$ cat config.mk
export PLATFORM = sky130hd
export DESIGN_NAME = id_ex_decode
export DESIGN_NICKNAME = d
export VERILOG_FILES = /design/src/rtl/id_ex_decode.sv
export SDC_FILE = /design/constraint.sdc
export NUM_CORES = 1
export LEC_CHECK = 0
export ABC_AREA = 1
export CORE_MARGIN = 2
export CORE_UTILIZATION = 39
export DETAILED_ROUTE_END_ITERATION = 7
export PLACE_DENSITY = 0.8
export SLEW_MARGIN = 10
export SYNTH_ARGS = -nofsm -noshare
export SYNTH_HDL_FRONTEND = slang
export SYNTH_SLANG_ARGS = --single-unit
$ cat constraint.sdc
create_clock -name clk -period 1.5 [get_ports clk]
set_input_delay 0.15 -clock clk [delete_from_list [all_inputs] [get_ports clk]]
set_output_delay 0.15 -clock clk [all_outputs]
set_load 0.005 [all_outputs]
$ cat src/rtl/id_ex_decode.sv
// Instruction decoder and ID/EX pipeline register with load-use stall and optional multi-cycle MUL hold.
// Optional feature macro: MUL_MULTICYCLE_EN (MUL held in EX for MUL_LAT cycles when defined).

`ifndef DSIZE
`define DSIZE 16
`endif
`ifndef ADD
`define ADD  3'd0
`endif
`ifndef SUB
`define SUB  3'd1
`endif
`ifndef AND
`define AND  3'd2
`endif
`ifndef XOR
`define XOR  3'd3
`endif
`ifndef COM
`define COM  3'd4
`endif
`ifndef MUL
`define MUL  3'd5
`endif
`ifndef ADDI
`define ADDI 3'd6
`endif

// state        | meaning
// issue        | mul counter zero; ID/EX loads decoded instruction or bubble each cycle
// mul_hold     | mul counter nonzero; ID/EX frozen, IF/ID stalled, counter counts down
module id_ex_decode #(
   parameter int DW      = `DSIZE,
   parameter int RW      = 4,
   parameter int MUL_LAT = 3
) (
   input  logic          clk,
   input  logic          rst_n,
   input  logic          instr_valid,
   input  logic [31:0]   instr,
   input  logic [DW-1:0] rs_data,
   input  logic [DW-1:0] rt_data,
   input  logic          flush,
   output logic          stall,
   output logic          ex_valid,
   output logic [2:0]    ex_op,
   output logic [DW-1:0] ex_a,
   output logic [DW-1:0] ex_b,
   output logic [DW-1:0] ex_store_data,
   output logic [RW-1:0] ex_rd,
   output logic          ex_wen,
   output logic          ex_mem_rd,
   output logic          ex_mem_wr,
   output logic          ex_branch,
   output logic          ex_hold
);

   if (MUL_LAT < 2 || MUL_LAT > 15) begin : g_bad_mul_lat
      $error("id_ex_decode: MUL_LAT must be in 2..15");
   end

   typedef struct packed {
      logic          valid;
      logic [2:0]    op;
      logic [DW-1:0] a;
      logic [DW-1:0] b;
      logic [DW-1:0] sd;
      logic [RW-1:0] rd;
      logic          wen;
      logic          mrd;
      logic          mwr;
      logic          br;
   } ex_bundle_t;

   ex_bundle_t    ex_q;
   ex_bundle_t    ex_d;
   ex_bundle_t    dec;
   logic [3:0]    opc;
   logic [RW-1:0] rd_f;
   logic [RW-1:0] rs_f;
   logic [RW-1:0] rt_f;
   logic [DW-1:0] imm_ext;
   logic          reads_rt;
   logic          load_use;
   logic          cnt_busy;

   assign opc     = instr[31:28];
   assign rd_f    = RW'(instr[27:24]);
   assign rs_f    = RW'(instr[23:20]);
   assign rt_f    = RW'(instr[19:16]);
   assign imm_ext = DW'($signed(instr[15:0]));
   assign reads_rt = (opc <= 4'd5) || (opc == 4'd7) || (opc == 4'd9);

`ifdef MUL_MULTICYCLE_EN
   localparam logic [3:0] MUL_INIT = 4'(MUL_LAT - 1);
   logic [3:0] mul_cnt;
   logic [3:0] mul_cnt_d;
   assign cnt_busy = (mul_cnt != 4'd0);
`else
   assign cnt_busy = 1'b0;
`endif

   // state register
   always_ff @(posedge clk or negedge rst_n) begin
      if (!rst_n) begin
         ex_q <= '0;
`ifdef MUL_MULTICYCLE_EN
         mul_cnt <= 4'd0;
`endif
      end else begin
         ex_q <= ex_d;
`ifdef MUL_MULTICYCLE_EN
         mul_cnt <= mul_cnt_d;
`endif
      end
   end

   always_comb begin
      dec       = '0;
      dec.valid = 1'b1;
      dec.op    = `ADD;
      dec.a     = rs_data;
      dec.b     = rt_data;
      dec.sd    = rt_data;
      dec.rd    = rd_f;
      case (opc)
         4'd0: begin dec.op = `ADD;  dec.wen = 1'b1; end
         4'd1: begin dec.op = `SUB;  dec.wen = 1'b1; end
         4'd2: begin dec.op = `AND;  dec.wen = 1'b1; end
         4'd3: begin dec.op = `XOR;  dec.wen = 1'b1; end
         4'd4: begin dec.op = `COM;  dec.wen = 1'b1; end
         4'd5: begin dec.op = `MUL;  dec.wen = 1'b1; end
         4'd6: begin dec.op = `ADDI; dec.b = imm_ext; dec.wen = 1'b1; end
         4'd7: begin dec.op = `SUB;  dec.br = 1'b1; end
         4'd8: begin dec.b = imm_ext; dec.wen = 1'b1; dec.mrd = 1'b1; end
         4'd9: begin dec.b = imm_ext; dec.mwr = 1'b1; end
         default: begin dec.a = '0; dec.b = '0; dec.sd = '0; end
      endcase
      if (instr[27:24] == 4'd0) dec.wen = 1'b0;
   end

   // next-state: flush > mul hold > load-use > issue > bubble
   always_comb begin
      ex_d = ex_q;
`ifdef MUL_MULTICYCLE_EN
      mul_cnt_d = mul_cnt;
`endif
      if (flush) begin
         ex_d = '0;
`ifdef MUL_MULTICYCLE_EN
         mul_cnt_d = 4'd0;
`endif
      end else if (cnt_busy) begin
`ifdef MUL_MULTICYCLE_EN
         mul_cnt_d = mul_cnt - 4'd1;
`endif
      end else if (load_use || !instr_valid) begin
         ex_d = '0;
      end else begin
         ex_d = dec;
`ifdef MUL_MULTICYCLE_EN
         if (opc == 4'd5) mul_cnt_d = MUL_INIT;
`endif
      end
   end

   always_comb begin
      load_use = 1'b0;
      if (ex_q.valid && ex_q.mrd && !cnt_busy && (ex_q.rd != '0) && instr_valid &&
          ((ex_q.rd == rs_f) || (reads_rt && (ex_q.rd == rt_f))))
         load_use = 1'b1;
      ex_hold = cnt_busy;
      stall   = cnt_busy | load_use;
   end

   assign ex_valid      = ex_q.valid;
   assign ex_op         = ex_q.op;
   assign ex_a          = ex_q.a;
   assign ex_b          = ex_q.b;
   assign ex_store_data = ex_q.sd;
   assign ex_rd         = ex_q.rd;
   assign ex_wen        = ex_q.wen;
   assign ex_mem_rd     = ex_q.mrd;
   assign ex_mem_wr     = ex_q.mwr;
   assign ex_branch     = ex_q.br;

endmodule
==> run_results.csv <==
group,metric,value,unit
global_route,gr-total-overflow,0,
final_layout,regArea,1503,um2
final_layout,multi_input_area,739.5,um2
final_layout,drive_above_1_share,13.53,%
synth,ys_types,17,
power,switching_share,22.75,%
floorplan,dieArea,6911,um2
synth,synth_edf_count,0,
critical_path,critPathBufInv,4,
clock_tree,cts_buffers,9,
critical_path,slowest_delay,0.42,ns
critical_path,cp_cell_sequence,"inv_2 > buf_4 > a41oi_1 > nand2_2 > inv_2 > buf_6",
floorplan,start_util,40.77,%
clock_tree,path_clk_slew,0.07,ns
synth,ys.warnings.count,0,
worst_hold_path,worstHoldStart,"rs_data[1]",
power,p_clk_share,37.6,%
global_route,grt_first_pass_wirelength,10580,um
worst_hold_path,holdPathStages,3,
critical_path,worstSetupPathType,"flop to output pin",
detailed_routing,ant_nets,0,
worst_hold_path,hold_path_end,"ex_a[1]",
placed_design,globalplace.congestion,0.7817,
power,power_density,880.1,nW/um2
floorplan,die_w,83.14,um
outcome,outcome,"complete, but fails checks",
critical_path,worstPathArrival,1.40,ns
power,pwr-share-seq,45.2,%
timing,hold_ws,0.3553,ns
synth,synth_common_cells,"nor2_1, dfrtp_1, nand2_1",
global_route,grt_use_met2,33.36,%
timing,fin_worst_skew,0.005008,ns
power,p_int,2.888,mW
timing,rsz0062_at_grt,"yes",
final_layout,insertedDiodeCount,0,
timing,drv_slew,0,
global_route,gr-usage-met1,21.76,%
timing,layout_min_cycle_time,1.549,ns
detailed_routing,drc,0,
synth,synth_nets,345,
clock_tree,clock_latency,0.32,ns
job,drv_cap,0,
global_route,grt_util_met3,6.859,%
placed_design,io_buffer_count,128,
synth,synthesis.area,2442,um2
timing,hold_violations,0,
clock_tree,cts-root-buf,"clkbuf_8",
final_layout,area_delta_synth_final,73.92,%
detailed_routing,vias,2328,
power,peakVddDrop,0.5932,mV
power,leakage,2.063,nW
critical_path,reg2reg_setup_slack,0.01,ns
synth,synthTopCellsByArea,"dfrtp_1, nor2_1, nand2_1",
outcome,violations,"negative setup slack",
critical_path,r2r-start,"ex_rd[1]",
floorplan,die_h,83.14,um
global_route,grt_pass1_vias,2265,
clock_tree,cts_sinks,60,
synth,netlist_instances,277,
timing,setup_viol,1,
critical_path,critPathMaxFanout,4,
final_layout,nNetsFinal,501,
critical_path,cp-end-kind,"output pin",
critical_path,r2r-end,"ex_wen",
synth,synth_top_cell_by_area,"dfrtp_1",
floorplan,io_pins,130,
placed_design,detailed_place_hpwl,4901,um
detailed_routing,wl,6673,um
synth,yosysTopAreaCellShare,61.48,%
power,switching_power,850.4,uW
final_layout,fillers,456,
detailed_routing,wl_per_cell,13.06,um
detailed_routing,drt_iter0_drc,57,
global_route,antenna_found_initial,0,
synth,ys_dominant_reg_cell,"dfrtp_1",
timing,fmax,645.7,MHz
critical_path,crit_family,"flip-flops",
power,power_frac_comb,17.2,%
critical_path,slowest_stage,"dfrtp_1",
global_route,grt.total_usage,19.20,%
global_route,busiest_layer,"met2",
floorplan,num_rows,28,
critical_path,cp_common_cell,"inv_2",
synth,ys_seq_area_share,61.48,%
clock_tree,cts_tree,"built",
synth,avgSynthCellArea,8.817,um2
detailed_routing,drt_pre_antenna_iters,4,
worst_hold_path,min_path_type,"input port to flop",
critical_path,start_kind,"flop",
detailed_routing,viasPerCell,4.556,
clock_tree,clockBufferDepth,2,
timing,fin_setup_tns,-0.04870,ns
clock_tree,h-tree-depth,3,
timing,setup_slack,-0.04870,ns
synth,ys_ff_latch,60,
critical_path,r2r_cells,7,
floorplan,fp.coreArea,5991,um2
global_route,grt_max_degree,35,
timing,period_share,103.2,%
synth,async_reset_ff_share,100.0,%
power,total_power,3.739,mW
synth,yosysMostFrequentCell,"nor2_1",
critical_path,cp.required,1.35,ns
## final cells by class
| class | count | share of cell area, % |
|---|---|---|
| clock buffer | 12 | 3.652 |
| clock inverter | 2 | 0.8247 |
| inverter | 35 | 3.093 |
| multi-input combinational | 167 | 17.41 |
| sequential | 60 | 35.38 |
| tap | 75 | 2.209 |
| timing repair buffer | 160 | 37.44 |
## repair_timing
action,CTS,global route
hold buffers,1,0
setup buffers,0,1
cloned,0,1
setup endpoints to repair,1,62
pin swaps,10,4
gates resized for setup,5,9
hold endpoints to repair,60,0
## per-layer routing
layer | routed length (um) | up-vias
met5 | 0 | -
met4 | 83 | 0
met3 | 503 | 12
met2 | 3505 | 88
met1 | 2581 | 1083
li1 | - | 1145
## registers in the layout (all words and copies together), names as in the netlist
signal	cells
ex_a	16
ex_b	16
ex_store_data	16
ex_rd	4
ex_op	3
ex_branch	1
ex_mem_rd	1
ex_mem_wr	1
ex_valid	1
ex_wen	1
## worst max path at each step
stage / slack, ns / cells past startpoint / startpoint / endpoint
2_1_floorplan: 0.26 / 8 / ex_rd[1] / ex_wen
3_3_place_gp: -0.33 / 10 / instr[31] / stall
3_5_place_dp: -0.37 / 10 / instr[28] / stall
4_1_cts: -0.05 / 9 / ex_rd[0] / stall
5_1_grt: -0.14 / 9 / ex_rd[1] / stall
6_report: -0.05 / 6 / ex_rd[1] / stall
## cells in the final DEF (no fill, tap or decap), drive strengths merged
cell type,Yosys,routed
a41oi,1,1
buf,12,32
bufinv,0,1
clkbuf,3,13
clkdlybuf4s50,0,125
clkinv,0,1
conb,1,1
dfrtp,60,60
dlygate4sd3,0,1
dlymetal6s2s,0,1
inv,35,35
nand2,52,52
nand3,21,21
nor2,67,67
o211ai,2,2
o21ai,18,18
o41ai,1,1
xor2,4,4
## stage by stage
step | instance area [um2] | instances | util [%] | setup slack, ns
6_report | 4248 | 511 | 70.91 | -0.04870
5_1_grt | 4248 | 511 | 70.91 | -0.1362
4_1_cts | 4195 | 509 | 70.03 | -0.04966
3_5_place_dp | 4000 | 494 | 66.77 | -0.3664
3_3_place_gp | 4000 | 494 | 66.77 | -0.3340
2_1_floorplan | 2442 | 277 | - | 0.2558
## cells by family (layout without fill, tap and decap cells)
| group | Yosys count | in the layout | share of synthesized area [%] |
|---|---|---|---|
| AO/OA/AOI/OAI | 22 | 22 | 5.020 |
| XOR/XNOR | 4 | 4 | 1.434 |
| other | 1 | 1 | 0.1535 |
| AND/OR/NAND/NOR | 140 | 140 | 22.80 |
| buffers and inverters | 50 | 209 | 9.119 |
| flip-flops | 60 | 60 | 61.48 |
## power by group through the flow
stage          Sequential [mW]  Combinational (mW)  Clock (mW)
6_report                  1.69               0.643        1.41
5_1_grt                   1.69               0.706        1.51
4_1_cts                   1.69               0.636        1.44
3_5_place_dp              1.72               0.630           0
3_3_place_gp              1.72               0.618           0
2_1_floorplan             1.73               0.192           0
## worst register-to-register path, cell delays in order, from the launching register on
cell and delay (ns):
dfrtp_1 0.42, inv_2 0.06, buf_4 0.13, a41oi_1 0.23, nand2_2 0.10, nand2_2 0.17
buf_12 0.20, nor2_1 0.06
No activity file was read; power rests on OpenSTA's default activity.
